--- config.mk ---
export PLATFORM = sky130hd
export DESIGN_NAME = mem_responder
export DESIGN_NICKNAME = d
export VERILOG_FILES = /design/src/rtl/mem_responder.sv
export SDC_FILE = /design/constraint.sdc
export NUM_CORES = 2
export LEC_CHECK = 0
export CAP_MARGIN = 20
export CELL_PAD_IN_SITES_DETAIL_PLACEMENT = 2
export CELL_PAD_IN_SITES_GLOBAL_PLACEMENT = 2
export CORE_ASPECT_RATIO = 1.2
export CORE_MARGIN = 2
export CORE_UTILIZATION = 40
export CTS_CLUSTER_SIZE = 10
export DETAILED_ROUTE_END_ITERATION = 10
export PLACE_DENSITY = 0.73
export SLEW_MARGIN = 0
export SYNTH_ARGS = -nofsm -noshare
export SYNTH_HDL_FRONTEND = slang
export SYNTH_SLANG_ARGS = --single-unit
--- constraint.sdc ---
create_clock -name clk -period 15.55 [get_ports clk]
set_input_delay 3.8875 -clock clk [delete_from_list [all_inputs] [get_ports clk]]
set_output_delay 3.8875 -clock clk [all_outputs]
set_load 0.02 [all_outputs]
--- src/rtl/mem_responder.sv ---
// rtl/mem_responder.sv - byte-wide memory slave with wait states and an I/O window
// Optional write protection of addresses 0..PROT_TOP when MEM_WRPROT_EN is defined.
module mem_responder #(
    parameter int               WIDTH       = 8,
    parameter int               DEPTH       = 256,
    parameter int               WAIT_STATES = 0,
    parameter logic [WIDTH-1:0] IO_BASE     = 8'hF0,
    parameter logic [WIDTH-1:0] PROT_TOP    = 8'h3F
) (
    input  logic             clk,
    input  logic             reset,
    input  logic             memread,
    input  logic             memwrite,
    input  logic [WIDTH-1:0] mar,
    input  logic [WIDTH-1:0] writedata,
    output logic [WIDTH-1:0] memdata,
    output logic             memready,
    input  logic [WIDTH-1:0] io_in,
    output logic [WIDTH-1:0] io_out,
    output logic             err
);

    localparam int               AW         = $clog2(DEPTH);
    localparam logic [WIDTH-1:0] IO_IN_ADDR = IO_BASE + WIDTH'(1);
    localparam logic [3:0]       WAIT_LAST  = (WAIT_STATES > 0) ? 4'(WAIT_STATES - 1) : 4'd0;

`ifdef MEM_WRPROT_EN
    localparam bit PROT_EN = 1'b1;
`else
    localparam bit PROT_EN = 1'b0;
`endif

    typedef enum logic [1:0] {IDLE, WAIT, DONE} state_t;

    state_t           state, next_state;
    logic [3:0]       cnt, cnt_next;
    logic             accept;
    logic             commit;

    logic             rd_q, wr_q;
    logic [WIDTH-1:0] addr_q, data_q;
    logic [WIDTH-1:0] io_sync1, io_sync2;

    logic [WIDTH-1:0] ram [DEPTH];

    logic             cur_rd, cur_wr;
    logic [WIDTH-1:0] cur_addr, cur_data;
    logic             op_read, op_write, op_bad;
    logic             in_ram, prot_hit;
    logic [AW-1:0]    ram_idx;
    logic [WIDTH-1:0] rdata;

    always_comb begin
        next_state = state;
        cnt_next   = cnt;
        accept     = 1'b0;
        case (state)
            IDLE, DONE: begin
                if (memread || memwrite) begin
                    accept     = 1'b1;
                    cnt_next   = 4'd0;
                    next_state = (WAIT_STATES > 0) ? WAIT : DONE;
                end else begin
                    next_state = IDLE;
                end
            end
            WAIT: begin
                if (cnt == WAIT_LAST) begin
                    next_state = DONE;
                end else begin
                    cnt_next = cnt + 4'd1;
                end
            end
            default: next_state = IDLE;
        endcase
    end

    // The access takes effect on the edge that enters DONE, whether straight
    // from acceptance (no wait states) or from the last WAIT cycle.
    assign commit = (next_state == DONE);

    // While waiting, the captured request is used so master-side changes are ignored.
    assign cur_rd   = (state == WAIT) ? rd_q   : memread;
    assign cur_wr   = (state == WAIT) ? wr_q   : memwrite;
    assign cur_addr = (state == WAIT) ? addr_q : mar;
    assign cur_data = (state == WAIT) ? data_q : writedata;

    assign op_read  = cur_rd & ~cur_wr;
    assign op_write = cur_wr & ~cur_rd;
    assign op_bad   = cur_rd & cur_wr;

    assign in_ram   = (32'(cur_addr) < 32'(DEPTH)) && (cur_addr < IO_BASE);
    assign ram_idx  = cur_addr[AW-1:0];
    assign prot_hit = PROT_EN && (cur_addr <= PROT_TOP);

    always_comb begin
        rdata = '0;
        if (in_ram) begin
            rdata = ram[ram_idx];
        end else if (cur_addr == IO_BASE) begin
            rdata = io_out;
        end else if (cur_addr == IO_IN_ADDR) begin
            rdata = io_sync2;
        end
    end

    always_ff @(posedge clk) begin
        if (!reset) begin
            state    <= IDLE;
            cnt      <= 4'd0;
            rd_q     <= 1'b0;
            wr_q     <= 1'b0;
            addr_q   <= '0;
            data_q   <= '0;
            memdata  <= '0;
            io_out   <= '0;
            err      <= 1'b0;
            io_sync1 <= '0;
            io_sync2 <= '0;
        end else begin
            state    <= next_state;
            cnt      <= cnt_next;
            io_sync1 <= io_in;
            io_sync2 <= io_sync1;
            if (accept) begin
                rd_q   <= memread;
                wr_q   <= memwrite;
                addr_q <= mar;
                data_q <= writedata;
            end
            if (commit) begin
                if (op_read) begin
                    memdata <= rdata;
                end
                if (op_bad || (op_write && prot_hit)) begin
                    err <= 1'b1;
                end
                if (op_write && !prot_hit && (cur_addr == IO_BASE)) begin
                    io_out <= writedata_sel(cur_data);
                end
            end
        end
    end

    // RAM contents survive reset; a reset cycle suppresses any pending commit.
    always_ff @(posedge clk) begin
        if (reset && commit && op_write && !prot_hit && in_ram) begin
            ram[ram_idx] <= cur_data;
        end
    end

    assign memready = (state == DONE);

    function automatic logic [WIDTH-1:0] writedata_sel(input logic [WIDTH-1:0] d);
        return d;
    endfunction

endmodule

Word-level counts from Yosys, hierarchy flattened
Memory sizes are Yosys's and may differ from the RTL's.
Index checks and enable logic that the tools add are counted.
{"block": "classes", "bitwise_logic": 5, "reduce_logical": 13, "n_lt_le_gt_ge": 1, "n_eq_ne": 7, "mux": 17, "add_sub_neg": 1}
{"op": "$mux 8", "count": 5}
{"op": "$eq 8x8->1 const B", "count": 2}
{"op": "$lt 8x8->1 const B", "count": 1}
{"op": "$mux 4", "count": 2}
{"op": "$pmux 4 s2", "count": 1}
{"op": "$mux 1", "count": 6}
{"op": "$reduce_and 2->1", "count": 3}
{"op": "$add 4x1->4 const B", "count": 1}
{"op": "$eq 2x2->1 const B", "count": 2}
{"op": "$logic_and 1x1->1", "count": 4}
{"op": "$logic_not 4->1", "count": 1}
{"op": "$mux 2", "count": 2}
{"op": "$ne 2x2->1 const B", "count": 2}
{"op": "$pmux 2 s2", "count": 1}
{"op": "$and 1x1->1", "count": 3}
{"op": "$reduce_and 3->1", "count": 1}
{"op": "$eq 2x1->1 const B", "count": 1}
{"op": "$logic_not 2->1", "count": 1}
{"op": "$not 1->1", "count": 2}
{"op": "$reduce_bool 2->1", "count": 1}
{"op": "$reduce_or 2->1", "count": 1}
{"op": "$logic_or 1x1->1", "count": 1}
{"block": "totals", "mem_bits_rw": 2048, "mem_count": 1, "ff_bits": 57, "elab_cells": 56, "in_bits": 28, "output_inout_bits": 18}
{"name": "ram", "depth": 256, "width": 8, "read_ports": 1, "rd_clocked_by_memory_dff": 0, "write_ports": 1, "line": "44", "text": "logic [WIDTH-1:0] ram [DEPTH];"}

Longest topological paths before layout
{"block": "logic_depth", "word_depth": 9, "ltp_mapped": 15}

Worst setup path before layout
No wires, ideal clock.
{"block": "synth_path", "path_type": "input-to-reg", "start": "input port writedata[0]", "end": "memory ram[0][0], data pin", "setup_ps": 826, "t_required_ps": 14724, "arrival_time_ps": 6935, "path_slack_ps": 7789, "n_path_buf": 0, "path_stages": 2, "path_cell_list": "nand2_1 > nand2_1"}
{"block": "synth_via", "elab_chain_cells": 1}
{"item": "from (decl)", "line": "15", "text": "input logic [WIDTH-1:0] writedata,"}
{"item": "$mux 8", "line": "86", "text": "assign cur_data = (state == WAIT) ? data_q : writedata;"}
{"item": "net cur_data[0]", "line": "47", "text": "logic [WIDTH-1:0] cur_addr, cur_data;"}
{"item": "to (decl)", "line": "44"}
The timed path passes the listed nets, and every way through them passes these cells.

Worst setup path after layout
{"block": "layout_path", "start": "input port mar[1]", "end": "register memdata[2]"}
{"block": "layout_via", "elab_chain_cells": 5}
{"item": "from (decl)", "line": "14", "text": "input logic [WIDTH-1:0] mar,"}
{"item": "$mux 8 (*)", "line": "85", "text": "assign cur_addr = (state == WAIT) ? addr_q : mar;"}
{"item": "parallel branches: the longest is 3 deep, another holds $mem_v2 256x8"}
{"item": "$mux 8 (*)", "line": "98", "text": "if (in_ram) begin"}
{"item": "to (signal assigned)", "line": "133", "text": "memdata <= rdata;"}
{"item": "to (decl)", "line": "16", "text": "output logic [WIDTH-1:0] memdata,"}
Every way passes the cells marked *.
A chain may end at the register's enable or synchronous reset.

==> impl_table.tex <==
\begin{tabular}{lr}
\hline
Metric & Value \\
\hline
\multicolumn{2}{l}{\textbf{STA}} \\
Final Hold Violating Endpoints & 0 \\
Final period util & 0.562 \\
RSZ-0062 raised after global routing & no \\
Count of pins over their slew limit & 0 \\
Achievable clock frequency & 0.115 GHz \\
Setup clock skew after layout & 0.0342 ns \\
Final critical-path setup slack & 6.82 ns \\
Final count of negative-setup-slack endpoints & 0 \\
Total negative slack & 0 ns \\
Slew at the pin closest to its max-slew limit & 1.20 ns \\
Minimum hold slack & 0.436 ns \\
Max-Slew Margin vs Limit & 0.197 \\
Post-route minimum period & 8.73 ns \\
\multicolumn{2}{l}{\textbf{Floorplanning}} \\
Number of core rows & 177 \\
Die area & 0.197 mm² \\
Initial standard-cell utilization of the core & 0.401 \\
Die extent in x & 406 µm \\
Die extent in y & 486 µm \\
Std-Cell Core Area & 0.193 mm² \\
Top Ports & 46 \\
\multicolumn{2}{l}{\textbf{Clock tree}} \\
Clock Tree Root & sky130\_fd\_sc\_hd\_\_clkbuf\_16 \\
CTS H-tree lvls & 4 \\
Setup fix buffers added after clock tree synthesis & 0 \\
Hold buffer count at CTS & 0 \\
Clock tree from TritonCTS & done \\
Clock buffers created by TritonCTS & 226 \\
Number of sinks handled by clock tree synthesis & 2073 \\
Cells resized by post-CTS repair & 0 \\
Clock buffer depth & 3 \\
Clock-pin slew on the worst setup and hold paths & 0.06 ns \\
Clock insertion delay at the later pin of the skew report & 0.91 ns \\
\multicolumn{2}{l}{\textbf{Synth}} \\
Count of synthesis-stage warnings from yosys & 0 \\
Seq/Total Area, Yosys & 0.796 \\
Number of enable flip-flop cells after synthesis & 2016 \\
Cell accounting for the most synthesized area & sky130\_fd\_sc\_hd\_\_edfxtp\_1 \\
Area of the mapped netlist & 0.0775 mm² \\
Most repeated cell in the gate-level netlist after synthesis & sky130\_fd\_sc\_hd\_\_edfxtp\_1 \\
Post-Syn Area per Cell & 17.2 µm² \\
Count of cell types in the netlist & 60 \\
Proportion of synthesized flip-flops having asynchronous set or reset & 0 \\
Total of flip-flops plus latches after synthesis & 2073 \\
Biggest area contributors in the synthesized netlist & sky130\_fd\_sc\_hd\_\_edfxtp\_1 78\%, sky130\_fd\_sc\_hd\_\_a22oi\_1 4.7\%, sky130\_fd\_sc\_hd\_\_a22o\_1 3.0\% \\
Portion of synthesized cell area occupied by the leading cell type & 0.781 \\
Post-Syn Instances & 4515 \\
Most frequent cells after synthesis & 2016 x sky130\_fd\_sc\_hd\_\_edfxtp\_1, 490 x sky130\_fd\_sc\_hd\_\_a22oi\_1, 266 x sky130\_fd\_sc\_hd\_\_a21oi\_1, 265 x sky130\_fd\_sc\_hd\_\_a22o\_1 \\
Dominant register cell in the synthesized netlist & sky130\_fd\_sc\_hd\_\_edfxtp\_1 \\
\multicolumn{2}{l}{\textbf{Run status}} \\
Result of the run & finished clean \\
\multicolumn{2}{l}{\textbf{Cells and area}} \\
Final Net Count & 4700 \\
End-of-flow core utilization & 0.453 \\
Fraction of final layout cells with drive strength greater than 1 & 0.0873 \\
Number of fill cells in the layout & 17955 \\
Post-synthesis to final-layout area growth & 12.9\% \\
Final standard cell count with taps included and fillers excluded & 7365 \\
\multicolumn{2}{l}{\textbf{Power}} \\
Worst vdd rail ir drop & 130 µV \\
LEAKAGE & 26.5 nW \\
Power per cell area & 134 mW/mm² \\
\multicolumn{2}{l}{\textbf{Global route}} \\
Initial antenna violation count & 11 \\
Maximum number of pins on one net before global-route repair & 193 \\
Overall global routing resource usage & 0.296 \\
Gr ovfl total & 0 \\
Vias in the first global route & 51261 \\
First-pass GRT wire length & 416000 µm \\
\multicolumn{2}{l}{\textbf{Drt}} \\
Wire length after detailed routing & 297000 µm \\
Post-route antenna net violation count & 0 \\
Post-detailed-route wirelength per cell & 40.3 µm \\
Drt drc & 0 \\
Number of vias in the routed layout & 48828 \\
First drt pass iteration count & 7 \\
Via density per instance & 6.63 \\
Number of DRC violations after detailed-routing iteration 0 & 6886 \\
\multicolumn{2}{l}{\textbf{Worst setup path}} \\
Critical path endpoint category & flop \\
WS Path Type & input pin to flop \\
Worst Path Required & 16.28 ns \\
Critical path launch point type & input pin \\
Largest driver fanout on the critical path & 114 \\
Data arrival time of the worst path & 9.46 ns \\
\multicolumn{2}{l}{\textbf{Run}} \\
Max Cap Violations & 0 \\
\multicolumn{2}{l}{\textbf{Min path}} \\
Type of the worst min-delay path & flop to flop \\
\multicolumn{2}{l}{\textbf{Placed design}} \\
Half-perimeter wire length of the detailed placement result & 168000 µm \\
Placed cell count & 7010 \\
Worst slack, placed & 6.11 ns \\
IO Port Bufs & 45 \\
Final RePlAce weighted congestion & 0.808 \\
\hline
\end{tabular}
-- cells in the final DEF, fill, tap and decap left out, types with 16 or more instances in the layout --
master / netlist / layout
sky130_fd_sc_hd__a21oi_1: 266 / 266
sky130_fd_sc_hd__buf_4: 35 / 107
sky130_fd_sc_hd__clkbuf_16: 0 / 234
sky130_fd_sc_hd__a22oi_1: 490 / 490
sky130_fd_sc_hd__nor4_1: 20 / 16
sky130_fd_sc_hd__and2_1: 20 / 20
sky130_fd_sc_hd__o22ai_1: 131 / 131
sky130_fd_sc_hd__a41oi_1: 21 / 19
sky130_fd_sc_hd__dfxtp_1: 57 / 57
sky130_fd_sc_hd__clkdlybuf4s50_1: 0 / 44
sky130_fd_sc_hd__nor2_1: 260 / 254
sky130_fd_sc_hd__nand2_1: 94 / 86
sky130_fd_sc_hd__a221oi_1: 260 / 260
sky130_fd_sc_hd__o41ai_1: 44 / 44
sky130_fd_sc_hd__a21boi_0: 18 / 18
sky130_fd_sc_hd__o21ai_0: 67 / 67
sky130_fd_sc_hd__a22o_1: 265 / 265
sky130_fd_sc_hd__edfxtp_1: 2016 / 2016
sky130_fd_sc_hd__clkbuf_1: 120 / 83
sky130_fd_sc_hd__conb_1: 1 / 96
-- through the flow --
step                      total power, mW  instance area [µm²]
final                                11.7                87500
after CTS                            11.7                87200
after detailed placement             6.86                81000
after floorplan                      6.61                77900
after global routing                 11.9                87500
after global placement               6.82                80800
-- routing by layer --
metal / part of all wire / vias to the layer above / track usage
li1: - / 18919 / -
met1: 0.38 / 26148 / 0.378
met2: 0.48 / 2992 / 0.484
met3: 0.074 / 759 / 0.0501
met4: 0.058 / 10 / 0.157
met5: 0.00025 / - / 0
-- cell type report --
type | instances | area, µm² | area share
timing repair buffer | 185 | 1770 | 0.0203
sequential | 2073 | 61700 | 0.705
inverter | 8 | 30.0 | 0.000343
clock inverter | 6 | 48.8 | 0.000558
clock buffer | 318 | 6180 | 0.0706
antenna | 4 | 10.0 | 0.000114
multi-input combinational | 2176 | 14600 | 0.166
tap | 2595 | 3250 | 0.0371
-- state kept, by name (all words and copies together) (netlist names) --
register  count
wr_q          1
data_q        8
err           1
ram        2016
addr_q        8
state         2
io_sync1      8
cnt           4
rd_q          1
io_sync2      8
memdata       8
io_out        8
-- critical path: stages --
cell and delay [ns]:
sky130_fd_sc_hd__clkdlybuf4s50_1 0.78, sky130_fd_sc_hd__inv_1 0.18, sky130_fd_sc_hd__a31o_4 0.46, sky130_fd_sc_hd__buf_12 0.38, sky130_fd_sc_hd__buf_4 0.51, sky130_fd_sc_hd__a22o_1 0.28, sky130_fd_sc_hd__a221oi_1 0.34, sky130_fd_sc_hd__o22ai_1 0.19
sky130_fd_sc_hd__o21ai_0 0.72, sky130_fd_sc_hd__a41oi_1 0.55, sky130_fd_sc_hd__a21oi_1 0.65, sky130_fd_sc_hd__a21oi_1 0.20
-- power by group --
| group | total, mW | internal (mW) | leakage, nW | switching, mW |
|---|---|---|---|---|
| sequential | 6.17 | 6.15 | 18.7 | 0.0156 |
| clock | 4.93 | 2.70 | 3.01 | 2.23 |
| combinational | 0.610 | 0.146 | 4.85 | 0.463 |
-- logic make-up after synthesis --
logic type,Yosys count,share of synthesized area
buffers and inverters,361,0.0234
and+or+nand+nor,460,0.0260
other,1,0.0000484
adders and majority gates,2,0.000323
DFF,2073,0.796
xor gates and xnor gates,2,0.000226
AOI/OAI and AO/OA,1606,0.153
muxes,10,0.00145
-- worst paths after layout --
path / from / depth (start not counted) / to / slack [ns]
worst min-delay path: io_sync1[6] / 1 / io_sync2[6] / 0.44
worst max register to register: state[1] / 12 / memdata[3] / 9.54
worst min register to register: io_sync1[6] / 1 / io_sync2[6] / 0.44
worst max-delay path: mar[1] / 12 / memdata[2] / 6.82
(Power assumes the default switching activity.)
